**src/rtl/mips_ctrl_pkg.sv**
```systemverilog
// Shared encodings for the multicycle MIPS control path: opcodes, functs,
// ALU operation codes and the main FSM state type.
package mips_ctrl_pkg;

    localparam logic [5:0] OP_RTYPE = 6'b000000;
    localparam logic [5:0] OP_LW    = 6'b100011;
    localparam logic [5:0] OP_SW    = 6'b101011;
    localparam logic [5:0] OP_ADDI  = 6'b001000;
    localparam logic [5:0] OP_BEQ   = 6'b000100;
    localparam logic [5:0] OP_J     = 6'b000010;

    localparam logic [5:0] FN_ADD = 6'b100000;
    localparam logic [5:0] FN_SUB = 6'b100010;
    localparam logic [5:0] FN_AND = 6'b100100;
    localparam logic [5:0] FN_OR  = 6'b100101;
    localparam logic [5:0] FN_SLT = 6'b101010;
    localparam logic [5:0] FN_NOR = 6'b100111;

    localparam logic [3:0] ALU_AND = 4'b0000;
    localparam logic [3:0] ALU_OR  = 4'b0001;
    localparam logic [3:0] ALU_ADD = 4'b0010;
    localparam logic [3:0] ALU_SUB = 4'b0110;
    localparam logic [3:0] ALU_SLT = 4'b0111;
    localparam logic [3:0] ALU_NOR = 4'b1000;

    typedef enum logic [1:0] {
        ACLS_ADD   = 2'b00,
        ACLS_SUB   = 2'b01,
        ACLS_FUNCT = 2'b10
    } alu_class_t;

    typedef enum logic [3:0] {
        S_START  = 4'd0,
        S_FETCH  = 4'd1,
        S_DECODE = 4'd2,
        S_MEMADR = 4'd3,
        S_MEMRD  = 4'd4,
        S_MEMWB  = 4'd5,
        S_MEMWR  = 4'd6,
        S_RALU   = 4'd7,
        S_RWB    = 4'd8,
        S_ADDIEX = 4'd9,
        S_ADDIWB = 4'd10,
        S_BRANCH = 4'd11,
        S_JUMP   = 4'd12
    } state_t;

endpackage

```
**src/rtl/mips_alu_decode.sv**
```systemverilog
// ALU operation decode from an operation class and the R-type funct field.
// funct_legal reports funct support regardless of class so DECODE can screen R-types.
module mips_alu_decode
    import mips_ctrl_pkg::*;
(
    input  logic [5:0] funct,
    input  alu_class_t alu_class,
    output logic [3:0] alu_ctrl,
    output logic       funct_legal
);

    logic [3:0] funct_op;

    always_comb begin
        funct_op    = ALU_ADD;
        funct_legal = 1'b1;
        case (funct)
            FN_ADD:  funct_op = ALU_ADD;
            FN_SUB:  funct_op = ALU_SUB;
            FN_AND:  funct_op = ALU_AND;
            FN_OR:   funct_op = ALU_OR;
            FN_SLT:  funct_op = ALU_SLT;
            FN_NOR:  funct_op = ALU_NOR;
            default: funct_legal = 1'b0;
        endcase

        alu_ctrl = ALU_ADD;
        case (alu_class)
            ACLS_SUB:   alu_ctrl = ALU_SUB;
            ACLS_FUNCT: alu_ctrl = funct_op;
            default:    alu_ctrl = ALU_ADD;
        endcase
    end

endmodule

```
**src/rtl/mips_mc_control.sv**
```systemverilog
// Multicycle MIPS main control: Moore FSM driving datapath selects and strobes,
// plus a retired-instruction counter.
module mips_mc_control
    import mips_ctrl_pkg::*;
#(
    parameter int CNT_W = 32
) (
    input  logic             clk,
    input  logic             reset,
    input  logic [5:0]       opcode,
    input  logic [5:0]       funct,
    input  logic             Zero,
    output logic [3:0]       ALUctrlop,
    output logic             ALUSrcA,
    output logic [1:0]       ALUSrcB,
    output logic [1:0]       PCSource,
    output logic             pc_en,
    output logic             IorD,
    output logic             MemRead,
    output logic             MemWrite,
    output logic             IRWrite,
    output logic             RegDst,
    output logic             MemtoReg,
    output logic             RegWrite,
    output logic             illegal,
    output logic [CNT_W-1:0] instr_count
);

    state_t     state, state_next;
    alu_class_t alu_class;
    logic       funct_legal;
    logic       pc_write, branch, retire;

    mips_alu_decode u_alu_decode (
        .funct       (funct),
        .alu_class   (alu_class),
        .alu_ctrl    (ALUctrlop),
        .funct_legal (funct_legal)
    );

    assign pc_en = pc_write | (branch & Zero);

    always_ff @(posedge clk or posedge reset) begin
        if (reset) state <= S_START;
        else       state <= state_next;
    end

    always_ff @(posedge clk or posedge reset) begin
        if (reset)       instr_count <= '0;
        else if (retire) instr_count <= instr_count + CNT_W'(1);
    end

    always_comb begin
        state_next = S_FETCH;
        alu_class  = ACLS_ADD;
        ALUSrcA    = 1'b0;
        ALUSrcB    = 2'b00;
        PCSource   = 2'b00;
        pc_write   = 1'b0;
        branch     = 1'b0;
        IorD       = 1'b0;
        MemRead    = 1'b0;
        MemWrite   = 1'b0;
        IRWrite    = 1'b0;
        RegDst     = 1'b0;
        MemtoReg   = 1'b0;
        RegWrite   = 1'b0;
        illegal    = 1'b0;
        retire     = 1'b0;
        case (state)
            S_START: state_next = S_FETCH;
            S_FETCH: begin
                MemRead    = 1'b1;
                IRWrite    = 1'b1;
                ALUSrcB    = 2'b01;
                pc_write   = 1'b1;
                state_next = S_DECODE;
            end
            S_DECODE: begin
                // ALU precomputes the branch target while the opcode is dispatched
                ALUSrcB = 2'b11;
                case (opcode)
                    OP_LW, OP_SW: state_next = S_MEMADR;
                    OP_RTYPE: begin
                        if (funct_legal) state_next = S_RALU;
                        else             illegal    = 1'b1;
                    end
                    OP_ADDI: state_next = S_ADDIEX;
                    OP_BEQ:  state_next = S_BRANCH;
                    OP_J:    state_next = S_JUMP;
                    default: illegal    = 1'b1;
                endcase
            end
            S_MEMADR: begin
                ALUSrcA    = 1'b1;
                ALUSrcB    = 2'b10;
                state_next = (opcode == OP_SW) ? S_MEMWR : S_MEMRD;
            end
            S_MEMRD: begin
                MemRead    = 1'b1;
                IorD       = 1'b1;
                state_next = S_MEMWB;
            end
            S_MEMWB: begin
                RegWrite = 1'b1;
                MemtoReg = 1'b1;
                retire   = 1'b1;
            end
            S_MEMWR: begin
                MemWrite = 1'b1;
                IorD     = 1'b1;
                retire   = 1'b1;
            end
            S_RALU: begin
                ALUSrcA    = 1'b1;
                alu_class  = ACLS_FUNCT;
                state_next = S_RWB;
            end
            S_RWB: begin
                RegWrite = 1'b1;
                RegDst   = 1'b1;
                retire   = 1'b1;
            end
            S_ADDIEX: begin
                ALUSrcA    = 1'b1;
                ALUSrcB    = 2'b10;
                state_next = S_ADDIWB;
            end
            S_ADDIWB: begin
                RegWrite = 1'b1;
                retire   = 1'b1;
            end
            S_BRANCH: begin
                ALUSrcA   = 1'b1;
                alu_class = ACLS_SUB;
                branch    = 1'b1;
                PCSource  = 2'b01;
                retire    = 1'b1;
            end
            S_JUMP: begin
                PCSource = 2'b10;
                pc_write = 1'b1;
                retire   = 1'b1;
            end
            default: state_next = S_FETCH;
        endcase
    end

endmodule

```
**config.mk**
```make
export PLATFORM = sky130hd
export DESIGN_NAME = mips_mc_control
export DESIGN_NICKNAME = d
export VERILOG_FILES = /design/src/rtl/mips_ctrl_pkg.sv /design/src/rtl/mips_alu_decode.sv /design/src/rtl/mips_mc_control.sv
export SDC_FILE = /design/constraint.sdc
export NUM_CORES = 1
export LEC_CHECK = 0
export BUFFER_PORTS_ARGS = -buffer_cell sky130_fd_sc_hd__clkbuf_2
export CELL_PAD_IN_SITES_DETAIL_PLACEMENT = 1
export CELL_PAD_IN_SITES_GLOBAL_PLACEMENT = 2
export CORE_UTILIZATION = 27
export DETAILED_ROUTE_END_ITERATION = 6
export GPL_ROUTABILITY_DRIVEN = 0
export PLACE_DENSITY = 0.85
export SYNTH_ARGS = -nofsm -noshare
export SYNTH_HDL_FRONTEND = slang
export SYNTH_SLANG_ARGS = --single-unit
```
**constraint.sdc**
```tcl
create_clock -name clk -period 2.02 [get_ports clk]
set_clock_uncertainty 0.15 [all_clocks]
set_input_delay 0.404 -clock clk [delete_from_list [all_inputs] [get_ports clk]]
set_output_delay 0.404 -clock clk [all_outputs]
set_load 0.05 [all_outputs]
```
After elaboration in Yosys (flattened, before gate mapping)

Cells that the tools add are included.

Add/subtract/negate cells: 1
Multipliers: 0
Divide/modulo/power cells: 0
Order comparisons: 0
Equal/unequal tests: 25
Shift-type cells: 0
Multiplexer cells: 24
Bitwise operators: 2
Reduce and logical (&&, ||, !) cells: 11

Operator list:

| kind                    | number |
|---|---|
| $eq A6 B6 Y1 const B    | 8 |
| $pmux W4 S5             | 2 |
| $add A32 B1 Y32 const B | 1 |
| $pmux W4 S6             | 1 |
| $eq A4 B4 Y1 const B    | 5 |
| $eq A4 B3 Y1 const B    | 4 |
| $mux W1                 | 14 |
| $reduce_or A6 Y1        | 2 |
| $reduce_or A2 Y1        | 5 |
| $eq A4 B2 Y1 const B    | 2 |
| $pmux W2 S2             | 2 |
| $pmux W4 S2             | 1 |
| $eq A6 B2 Y1 const B    | 1 |
| $eq A6 B3 Y1 const B    | 1 |
| $eq A6 B4 Y1 const B    | 1 |
| $logic_not A6 Y1        | 1 |
| $pmux W2 S3             | 1 |
| $reduce_or A5 Y1        | 1 |
| $eq A4 B1 Y1 const B    | 1 |
| $reduce_or A4 Y1        | 1 |
| $mux W3                 | 1 |
| $reduce_or A3 Y1        | 1 |
| $eq A2 B1 Y1 const B    | 1 |
| $eq A2 B2 Y1 const B    | 1 |
| 4 further kinds         | 4 |

Register bits: 36
Latch bits: 0
Bits in writable memories: 0
ROM bits: 0
Input bits: 15
Output and inout port bits: 50
Word-level logic and storage cells: 65
Memories: 0

Depth between registers and ports, before layout

Gate-level depths: netlist (run 1).

Word-level depth: 6
Depth in mapped cells: 8
Depth with buffers taken out: 7

Hierarchy

A second synthesis (run 1) with hierarchy kept.

Cells, all modules: 216
Area total of the unflattened synthesis: 2117.0 um^2

Modules (own cells, without submodules):

| module          | instances | cells each | area each (um^2) | seq. area each (um^2) |
|---|---|---|---|---|
| mips_mc_control | 1         | 195        | 1945.6           | 900.9 |
| mips_alu_decode | 1         | 21         | 171.4            | 0.0 |

Least setup slack after synthesis (run 1)

No wires, ideal clock.

Path kind: reg2out
From: register state[2]
To: output port pc_en
Arrival time: 2.434 ns
Data required time: 1.466 ns
Slack: -0.968 ns
Stages on the path, launching flop included: 5
Path buffers: 1
Path through: dfrtp_1 -> buf_1 -> inv_1 -> nor3b_1 -> a21o_1

Word-level cells in the longest chain between the ends: 4
Elaborated cells on any way between the ends: 8
Those cells by class: eq/ne: 3; mux: 2; bitwise: 2; reduce/logical: 1

Ends and longest elaborated chain:

| item                                                         | RTL line                                     | text |
|---|---|---|
| start, declared                                              | mips_mc_control.sv:29                        | `state_t state, state_next;` |
| start signal, assigned                                       | mips_mc_control.sv:45                        | `else state <= state_next;` |
| $eq A4 B4 Y1 / $eq A4 B1 Y1 (equally long branches)          | mips_mc_control.sv:70                        | `case (state)` |
| $reduce_or A2 Y1 (no line) / $mux W1 (equally long branches) | --                                           |  |
| $mux W1 / $and A1 B1 Y1 (equally long branches)              | mips_mc_control.sv:70, mips_mc_control.sv:41 |  |
| $or A1 B1 Y1 (*)                                             | mips_mc_control.sv:41                        | `assign pc_en = pc_write \| (branch & Zero);` |
| end, declared                                                | mips_mc_control.sv:17                        | `output logic pc_en,` |

Every way passes the cells marked *; elsewhere a longest branch is shown, timed or not.

Final worst setup path (run 1)

From: register state[0]
To: register instr_count[19]

Word-level cells in the longest chain between the ends: 3
Elaborated cells on any way between the ends: 8
Those cells by class: eq/ne: 6; mux: 1; reduce/logical: 1

Ends and longest elaborated chain:

| item                                                | RTL line              | text |
|---|---|---|
| $eq A4 B4 Y1 / $eq A4 B3 Y1 (equally long branches) | mips_mc_control.sv:70 |  |
| $reduce_or A6 Y1 (no line) (*)                      | --                    |  |
| $mux W1 (*)                                         | mips_mc_control.sv:70 |  |
| end signal, assigned                                | mips_mc_control.sv:50 | `else if (retire) instr_count <= instr_count + CNT_W'(1);` |
| end, declared                                       | mips_mc_control.sv:26 | `output logic [CNT_W-1:0] instr_count` |

Marks and branches as above.
A chain may end at the register's enable or synchronous reset.

==> metrics.md, run 1 <==
| Metric | Value |
|---|---|
| Hold_buf cts | `0` |
| Worst vdd ir | `0.000527 V` |
| Critical path data arrival time | `2.51 ns` |
| Clock power frac | `12.4%` |
| Slew HR | `67.9%` |
| Worst min path class | `in -> async` |
| Min Clock Period, post-route | `2.45 ns` |
| Mapped cell area | `2090 µm²` |
| Ranking of synthesized cells by area | `dfrtp_1 (43%), xnor2_1 (11%), nand3_1 (3.8%)` |
| Status | `finished, violations left` |
| Global route total overflow | `0` |
| DRT Wirelength | `8600 µm` |
| Vert. Die Dim | `90.1 µm` |
| Total vias in the final route | `2237` |
| Multi-input logic area | `1700 µm²` |
| Adder-cell share of the synthesized area | `2.87%` |
| WL/cell | `18.9 µm` |
| Root buf cell | `clkbuf_8` |
| Drt initial violations | `81` |
| Fill count | `783` |
| Ant. Diodes | `0` |
| Seq. cell area | `910 µm²` |
| CTS buffer count | `5` |
| Clock latency on the worst-skew pair | `0.30 ns` |
| Main combinational cell family by area after synthesis | `simple AND/OR/NAND/NOR gates` |
| Setup ws final | `-0.428 ns` |
| Total GRT Usage | `17.6%` |
| Row count | `31` |
| EDFF count, synth | `0` |
| Core Region | `7370 µm²` |
| Placed insts | `418` |
| Io pins | `65` |
| Initial core utilization | `28.4%` |
| Switch Pwr | `0.00190 W` |
| Int Pwr | `0.00240 W` |
| Initial antenna violation count | `0` |
| Post-synthesis simple-gate area fraction | `28.4%` |
| Post-synth net total | `233` |
| Max-cap violations | `0` |
| Asr flop ratio synth | `100%` |
| Post-DP HPWL | `4510 µm` |
| CTS Buffer Depth | `2` |
| Die Width | `90.1 µm` |
| Crit Path Class | `reg -> reg` |
| Leakage | `2.02 nW` |
| Sequential area share after synthesis | `43.0%` |
| Clk sinks | `36` |
| Mapped Cells | `214` |
| CTS tree | `yes` |
| Dpl ws | `-0.537 ns` |
| Area share of the largest cell type after synthesis | `43.0%` |
| Comb pwr share | `67.6%` |
| Hold Vio Cnt, Final | `0` |
| Via density | `4.91` |
| DRT Pass-1 Iters | `4` |
| Final worst-path cycle share | `121%` |
| Mux cell area share after synthesis | `1.08%` |
| Post-synth cell types | `43` |
| Post-synthesis register bit count | `36` |
| Sequential power share | `20.0%` |
| Post-synthesis compound-gate area fraction | `8.12%` |
| Worst Tran Pin Value | `0.481 ns` |
| Final ANT Viol Nets | `0` |
| Vias in the first global route | `2289` |
| Clk slew on worst S/H paths | `0.09 ns` |
| Drt drc | `0` |
| PD cells | `1040 nW/µm²` |
| Synth area leader | `dfrtp_1` |
| Die Area | `8110 µm²` |
| Area growth syn-to-layout | `97.6%` |
| Failing checks | `negative setup slack` |
| Xor-xnor portion of the synthesized cell area | `13.8%` |
| Non-Filler Instances | `456` |
| H-tree depth | `2` |
| Worst hold slack | `0.0286 ns` |
| WP data required | `2.08 ns` |
| Final Setup Violations | `49` |
| First-pass GRT wire length | `11600 µm` |
| Net Sw Frac | `44.2%` |
| CP max FO | `6` |
| Fmax | `408 MHz` |
| Largest net degree at the start of global routing | `37` |
| Number of port buffers | `64` |
| Fraction of layout cells with a size suffix above 1 | `66.7%` |
| Avg Inst Size Synth | `9.79 µm²` |
| RSZ-0062 raised after global routing | `true` |
| Crit path capture type | `flip-flop` |
| Most used DFF post-synth | `dfrtp_1` |
| Nets | `375` |
| CP Launch Type | `flip-flop` |
| Pins over their slew limit | `0` |
| Synth warn | `0` |
==> critical path: stages, from the launching register on <==
cell       delay, ns
dfrtp_1         0.42
buf_6           0.13
buf_6           0.10
buf_6           0.11
and4bb_2        0.36
a2111oi_4       0.09
nor4b_4         0.38
buf_6           0.22
nand4_1         0.17
xnor2_1         0.22
==> Yosys cell counts (3+ instances only) <==
cell and n:
dfrtp_1 36, and4_1 5, nor2b_1 7, o21ai_0 9, inv_1 6, or2_2 3
nor3b_1 3, nand4_1 10, nor2_1 8, nand3_1 16, xor2_1 6, clkbuf_1 4
a21oi_1 4, xnor2_1 27, nand2_1 17, nor3_1 7, nand2b_1 5, buf_2 3
ha_1 4, and3_1 5
==> kinds of logic after synthesis <==
| logic type | after synthesis |
|---|---|
| buffers and inverters | 14 |
| AOI/OAI and AO/OA | 24 |
| adders and majority gates | 5 |
| xor gates and xnor gates | 33 |
| DFF | 36 |
| muxes | 2 |
| and+or+nand+nor | 100 |
==> state kept, by name, summed over array words and instances, names as in the netlist <==
signal and flops:
instr_count 32, state 4
==> worst paths after layout <==
path                            slack (ns)             from  cells past startpoint               to
worst min register to register        0.34  instr_count[31]                      1  instr_count[31]
worst max-delay path                 -0.43         state[0]                      9  instr_count[19]
worst max register to register       -0.43         state[0]                      9  instr_count[19]
min in group clk                      0.34  instr_count[31]                      1  instr_count[31]
max in group asynchronous             1.32            reset                      3  instr_count[11]
worst min-delay path                  0.03            reset                      3  instr_count[16]
==> routing by layer <==
layer	vias up	part of all wire [%]	global-route usage, %
met2	44	54	31.4
met4	0	1.5	3.63
li1	1048	-	-
met5	-	0	0
met3	14	2.1	2.62
met1	1131	43	22.5
==> metrics by stage <==
| stage | TNS [ns] | area [µm²] | util (%) | total power, W |
|---|---|---|---|---|
| floorplan | -6.73 | 2270 | - | 0.00206 |
| global placement | -3.90 | 3060 | 41.5 | 0.00260 |
| detailed placement | -6.38 | 3060 | 41.5 | 0.00263 |
| CTS | -3.27 | 3630 | 49.3 | 0.00375 |
| global route | -15.84 | 4140 | 56.2 | 0.00446 |
| finish | -13.00 | 4140 | 56.2 | 0.00429 |
==> what timing repair did <==
item / in CTS / in global routing
pin swaps: 20 / 30
cloned: 0 / 1
resized for setup: 82 / 86
endpoints found under the setup margin: 36 / 50
setup buffers: 17 / 18
endpoints found under the hold margin: 0 / 0
==> cell usage in the layout, fill, tap and decap left out, drive strengths merged, types with 2 or more instances in the layout <==
master,netlist,routed
nand3,16,16
xor2,6,6
o21bai,2,2
nand3b,2,2
a21oi,4,4
and4,5,5
nor3b,3,3
nor3,8,8
nor2,8,8
nand4,10,10
ha,4,4
nand4b,2,2
nand2b,5,5
a21o,2,2
inv,6,5
buf,4,92
or3,2,2
nor2b,7,7
and3,5,5
o21ai,9,9
clkbuf,4,56
dfrtp,36,36
clkinv,0,3
or2,3,3
xnor2,27,27
mux2,2,2
nor4b,2,2
and4bb,2,2
nand2,17,17
==> layout make-up <==
class / count / share of cell area (%)
multi-input cells: 164 / 41.1
repair buffers: 143 / 31.1
flip-flops and latches: 36 / 22.0
well taps: 99 / 2.99
clock buffers: 5 / 1.66
inverters: 6 / 0.695
clock inverters: 3 / 0.453
==> power groups by stage <==
stage	Sequential (W)	Combinational (W)	Clock, W
2_1_floorplan	0.000992	0.00107	0
3_3_place_gp	0.000854	0.00175	0
3_5_place_dp	0.000863	0.00177	0
4_1_cts	0.000849	0.00237	0.000529
5_1_grt	0.000870	0.00303	0.000565
6_report	0.000859	0.00290	0.000533
Power figures use the tool's default switching activity.
==> run 2, diff against run 1 <==
Settings changed: CELL_PAD_IN_SITES_DETAIL_PLACEMENT 1 to default, CELL_PAD_IN_SITES_GLOBAL_PLACEMENT 2 to default, CORE_UTILIZATION 27 to 48, CTS_BUF_LIST from default to sky130_fd_sc_hd__clkbuf_8, CTS_CLUSTER_DIAMETER from default to 150, PLACE_DENSITY 0.85 to 0.9.
==> run 2 against run 1 <==
The run still ends with negative setup slack left. Combinational power up 7.6%. Worst setup slack worse by 0.37 ns. Design area down 3.7%. Wire length up 47%. Critical path depth up 3. Sequential share of layout area up 0.83 points. Die area down 43%. Highest routed layer unchanged. Non-clock buffer count down 2. Register-to-register slack worse by 0.37 ns. Count of clock-buffer cells in the layout unchanged. Flip-flop and latch count unchanged. Maximum frequency down 13%.
==> metrics.md, run 2 (synthesis results as in run 1) <==
| Metric | Value |
|---|---|
| Reg with most FFs | `instr_count` |
| Crit path capture type | `flip-flop` |
| Top sig layer | `met4` |
| Slew HR | `60.7%` |
| Clock power frac | `14.3%` |
| Metal2 WL | `5550 µm` |
| H-tree depth | `2` |
| Final ANT Viol Nets | `0` |
| CP Launch Type | `flip-flop` |
| Top flop regs | `instr_count (32), state (4)` |
| Final Util | `97.6%` |
| WL/cell | `31.3 µm` |
| Crit-path slowest cell | `dfrtp_1` |
| Crit Path Class | `reg -> reg` |
| Max-cap violations | `0` |
| Clk sinks | `36` |
| CTS tree | `yes` |
| Critical path data arrival time | `2.87 ns` |
| Critical Path Most Common Cell | `buf_6` |
| Post-DP HPWL | `4160 µm` |
| Comb pwr share | `66.2%` |
| First-pass GRT wire length | `13700 µm` |
| Global route total overflow | `0` |
| PD cells | `1180 nW/µm²` |
| Flop-to-flop setup slack | `-0.79 ns` |
| Ant. Diodes | `0` |
| Switch Pwr | `0.00220 W` |
| Die Area | `4630 µm²` |
| Area growth syn-to-layout | `90.4%` |
| Vert. Die Dim | `68.1 µm` |
| WP buf/inv | `7` |
| Fraction of layout cells with a size suffix above 1 | `64.8%` |
| Initial antenna violation count | `0` |
| RR Startpoint | `state[2]` |
| DRT Wirelength | `12700 µm` |
| Drt initial violations | `462` |
| Total vias in the final route | `2907` |
| Max reg flops | `32` |
| Worst Tran Pin Value | `0.582 ns` |
| Vias in the first global route | `2500` |
| Crit-path leading delay family | `buffers and inverters` |
| Clock latency on the worst-skew pair | `0.32 ns` |
| Total GRT Usage | `42.3%` |
| Clk slew on worst S/H paths | `0.09 ns` |
| DRT Pass-1 Iters | `7` |
| Via density | `7.18` |
| Nets | `373` |
| CTS buffer count | `5` |
| Net Sw Frac | `46.8%` |
| Io pins | `65` |
| Critical R2R Capture | `instr_count[20]` |
| Fill count | `61` |
| Worst Reg-to-Reg Cells | `12` |
| Largest net degree at the start of global routing | `37` |
| Die Width | `68.1 µm` |
| Root buf cell | `clkbuf_8` |
| Dpl ws | `-0.237 ns` |
| Setup TNS | `-24.23 ns` |
| Drt drc | `0` |
| Int Pwr | `0.00251 W` |
| CTS Buffer Depth | `2` |
| RSZ-0062 raised after global routing | `true` |
| Final worst-path cycle share | `139%` |
| Seq. cell area | `910 µm²` |
| Number of port buffers | `64` |
| Multi-input logic area | `1650 µm²` |
| Final Setup Violations | `53` |
| WP data required | `2.08 ns` |
| Min Clock Period, post-route | `2.81 ns` |
| Setup ws final | `-0.794 ns` |
| Commonest non-fill, non-tap cell in the layout | `buf_4` |
| Initial core utilization | `51.3%` |
| Status | `finished, violations left` |
| Leakage | `1.94 nW` |
| Metal3 WL | `1760 µm` |
| Failing checks | `negative setup slack` |
| CP max FO | `4` |
| Row count | `23` |
| Hold Vio Cnt, Final | `0` |
| Most frequent cells in the layout | `buf_4 (47), clkbuf_2 (46), buf_6 (30)` |
| Slowest Stage Delay on Critical Path | `0.50 ns` |
| Pins over their slew limit | `0` |
| Worst vdd ir | `0.00120 V` |
| Core Region | `4090 µm²` |
| Met1 WL | `3910 µm` |
| Sequential power share | `19.5%` |
| Worst min path class | `in -> async` |
| Worst-path cell chain | `buf_6, buf_6, buf_6, and4bb_2, a2111oi_4, buf_6, buf_6, buf_6, nor4_4, buf_4, nand3_2, xnor2_1` |
| Fmax | `355 MHz` |
-- run 2: cell count changes in the layout (fill, tap and decap cells not counted), moves of 2 or more --
cell / change
nand3_2: +3
buf_12: -4
buf_8: +2
nand3_4: -4
xnor2_2: -5
xnor2_1: +4
-- run 2: metal layers --
layer / vias up / track usage [%]
met5: - / 0
met4: 0 / 27.6
met3: 161 / 14.5
met2: 410 / 68.9
met1: 1295 / 46.4
li1: 1041 / -
-- run 2: tightest hold or removal path, cell delays in order --
cell and delay [ns]:
clkbuf_2 0.10, inv_1 0.06, buf_4 0.41
-- run 2: final cells by class --
| cell class | instances | area share, % |
|---|---|---|
| well taps | 50 | 1.57 |
| repair buffers | 141 | 30.7 |
| clock buffers | 5 | 1.73 |
| multi-input cells | 164 | 41.4 |
| inverters | 6 | 0.816 |
| clock inverters | 3 | 0.973 |
| flip-flops and latches | 36 | 22.8 |
-- run 2: worst max-delay path by stage --
stage / to / depth (start not counted) / startpoint / slack, ns
floorplan: pc_en / 4 / state[2] / -0.36
global placement: illegal / 5 / opcode[0] / -0.19
detailed placement: illegal / 6 / opcode[0] / -0.24
CTS: ALUctrlop[2] / 8 / state[2] / -0.35
global route: instr_count[20] / 12 / state[2] / -0.85
finish: instr_count[20] / 12 / state[2] / -0.79
-- run 2: power by group through the flow --
stage	Combinational, W	Sequential, W	Clock (W)
5_1_grt	0.00318	0.000921	0.000688
3_3_place_gp	0.00164	0.000882	0
4_1_cts	0.00238	0.000881	0.000622
2_1_floorplan	0.00107	0.000992	0
3_5_place_dp	0.00169	0.000884	0
6_report	0.00312	0.000921	0.000674
-- run 2: repair_timing --
action	CTS	global route
cloned	1	0
pin swaps	36	29
endpoints found under the setup margin	46	51
gates resized for setup	100	64
hold buffers	0	0
setup buffers	22	20
-- run 2: per-stage QoR --
step           std cells  cell area [µm²]  hold WS (ns)  power [W]
2_1_floorplan        214             2270         0.421    0.00206
3_3_place_gp         359             2890         0.310    0.00252
3_5_place_dp         359             2890         0.315    0.00258
4_1_cts              388             3600        0.0612    0.00388
5_1_grt              405             3990        0.0923    0.00479
6_report             405             3990        0.0615    0.00472
==> run 3, diff against run 2 <==
Settings changed: GPL_TIMING_DRIVEN from default to 0.
==> run 3 against run 2 <==
The run still ends with negative setup slack left. Critical path depth shrank 1. Hold slack lost 0.0067 ns. Cell count shrank 9.4%. Sequential share of layout area grew 2.5 points. Design area shrank 9.9%. Clock power shrank 12%. Sequential power is essentially flat. Worst setup slack gained 0.29 ns. Flip-flop and latch count is the same. First-iteration DRC count shrank 36%. Combinational power shrank 15%. Count of clock-buffer cells in the layout grew 2.
==> metrics.md, run 3 (synthesis results as in run 1) <==
| Metric | Value |
|---|---|
| Status | `finished, violations left` |
| Failing checks | `negative setup slack` |
| WP data required | `2.08 ns` |
| Final Setup Violations | `50` |
| Max reg flops | `32` |
| Worst Tran Pin Value | `0.738 ns` |
| Nets | `335` |
| CP startpoint | `state[1]` |
| Initial core utilization | `51.3%` |
| Via density | `6.44` |
| CTS Buffer Depth | `2` |
| DRT Wirelength | `9280 µm` |
| Crit path capture type | `flip-flop` |
| CP Launch Type | `flip-flop` |
| Reg with most FFs | `instr_count` |
| Row count | `23` |
| Hold Vio Cnt, Final | `0` |
| WP buf/inv | `6` |
| WL/cell | `25.3 µm` |
| Fmax | `396 MHz` |
| Number of port buffers | `64` |
| Final ANT Viol Nets | `0` |
| Clk sinks | `36` |
| Io pins | `65` |
| Crit Path Class | `reg -> reg` |
| Critical R2R Capture | `instr_count[11]` |
| Most frequent cells in the layout | `clkbuf_2 (46), dfrtp_1 (28), xnor2_1 (22)` |
| Worst vdd ir | `0.000903 V` |
| Drt drc | `0` |
| Min Clock Period, post-route | `2.53 ns` |
| Non-Filler Instances | `367` |
| H-tree depth | `2` |
| Post-DP HPWL | `3530 µm` |
| Flop-to-flop setup slack | `-0.51 ns` |
| Total GRT Usage | `36.7%` |
| Critical path data arrival time | `2.58 ns` |
| DRT Pass-1 Iters | `7` |
| Placed insts | `328` |
| CTS tree | `yes` |
| Final Util | `87.9%` |
| Vias in the first global route | `2231` |
| Fraction of layout cells with a size suffix above 1 | `56.5%` |
| Pins over their slew limit | `0` |
| Hold_buf cts | `0` |
| Area growth syn-to-layout | `71.6%` |
| Top flop regs | `instr_count (32), state (4)` |
| Crit path depth | `11` |
| Die Area | `4630 µm²` |
| Slew HR | `50.7%` |
| Worst min path class | `in -> async` |
| Commonest non-fill, non-tap cell in the layout | `clkbuf_2` |
| Vert. Die Dim | `68.1 µm` |
| Global route total overflow | `0` |
| Drt initial violations | `296` |
| Die Width | `68.1 µm` |
| RSZ-0062 raised after global routing | `true` |
| Max-cap violations | `0` |
| Clk slew on worst S/H paths | `0.09 ns` |
| Initial antenna violation count | `0` |
| Crit-path leading delay family | `buffers and inverters` |
| Ant. Diodes | `0` |
| Setup TNS | `-16.66 ns` |
| Crit-path slowest cell | `dfrtp_1` |
| Worst-path cell chain | `buf_6, buf_12, buf_8, buf_4, nor3b_4, a2111oi_4, buf_6, nor4b_4, buf_4, nand2_1, xnor2_2` |
| Total vias in the final route | `2363` |
| Largest net degree at the start of global routing | `37` |
| Leakage | `1.69 nW` |
| Final worst-path cycle share | `125%` |
| Core Region | `4090 µm²` |
| PD cells | `1160 nW/µm²` |
| CTS buffer count | `5` |
| RR Startpoint | `state[1]` |
| Setup ws final | `-0.506 ns` |
| Worst Reg-to-Reg Cells | `11` |
| Slowest Stage Delay on Critical Path | `0.41 ns` |
| Clock latency on the worst-skew pair | `0.31 ns` |
| Worst setup path endpoint | `instr_count[11]` |
| CP max FO | `5` |
| Root buf cell | `clkbuf_8` |
| First-pass GRT wire length | `12000 µm` |
==> run 3: cell type report <==
type | instances | area, µm²
clock inverter | 1 | 3.75
timing repair buffer | 97 | 847
sequential | 36 | 911
fill | 151 | 493
multi-input combinational | 164 | 1550
buffer | 6 | 95.1
tap | 50 | 62.6
inverter | 6 | 31.3
clock buffer | 7 | 96.3
==> run 3: worst register-to-register path, stage by stage, from the launching register on <==
cell and delay [ns]:
dfrtp_1 0.41, buf_6 0.14, buf_12 0.12, buf_8 0.12
buf_4 0.14, nor3b_4 0.23, a2111oi_4 0.09, buf_6 0.15
nor4b_4 0.30, buf_4 0.22, nand2_1 0.09, xnor2_2 0.26
==> run 3: worst min-delay path by stage <==
| stage | startpoint | endpoint | slack [ns] | cells past startpoint |
|---|---|---|---|---|
| final | reset | instr_count[17] | 0.05 | 2 |
| after detailed placement | instr_count[31] | instr_count[31] | 0.32 | 1 |
| after global placement | instr_count[31] | instr_count[31] | 0.31 | 1 |
| after floorplan | reset | instr_count[0] | 0.42 | 1 |
| after global routing | reset | instr_count[17] | 0.11 | 2 |
| after CTS | opcode[4] | state[2] | 0.30 | 4 |
==> run 3: metrics by stage <==
step                total power [W]  setup WS, ns  instance area, µm²  hold WS [ns]
floorplan                   0.00206        -0.360                2270         0.421
global placement            0.00233        -0.273                2660         0.311
detailed placement          0.00236        -0.289                2660         0.317
CTS                         0.00364        -0.320                3390         0.301
global route                0.00430        -0.555                3590         0.114
finish                      0.00417        -0.506                3590        0.0548
==> run 3: repair_timing <==
item,4_1_cts,5_1_grt
gates resized for setup,95,49
gates cloned,1,0
setup endpoints to repair,46,50
buffers inserted,25,19
pin swaps,30,17
==> run 3: per-layer routing <==
metal | GRT usage (%) | part of all wire, % | up-vias
met5 | 0 | 0 | -
met1 | 40.9 | 35 | 1152
met3 | 12.5 | 10 | 58
met2 | 59.4 | 49 | 191
met4 | 23.7 | 6.6 | 0
li1 | - | - | 962
==> run 3: power by group <==
part	internal [W]	switching, W
clock	0.000307	0.000283
combinational	0.00117	0.00149
sequential	0.000792	0.000129
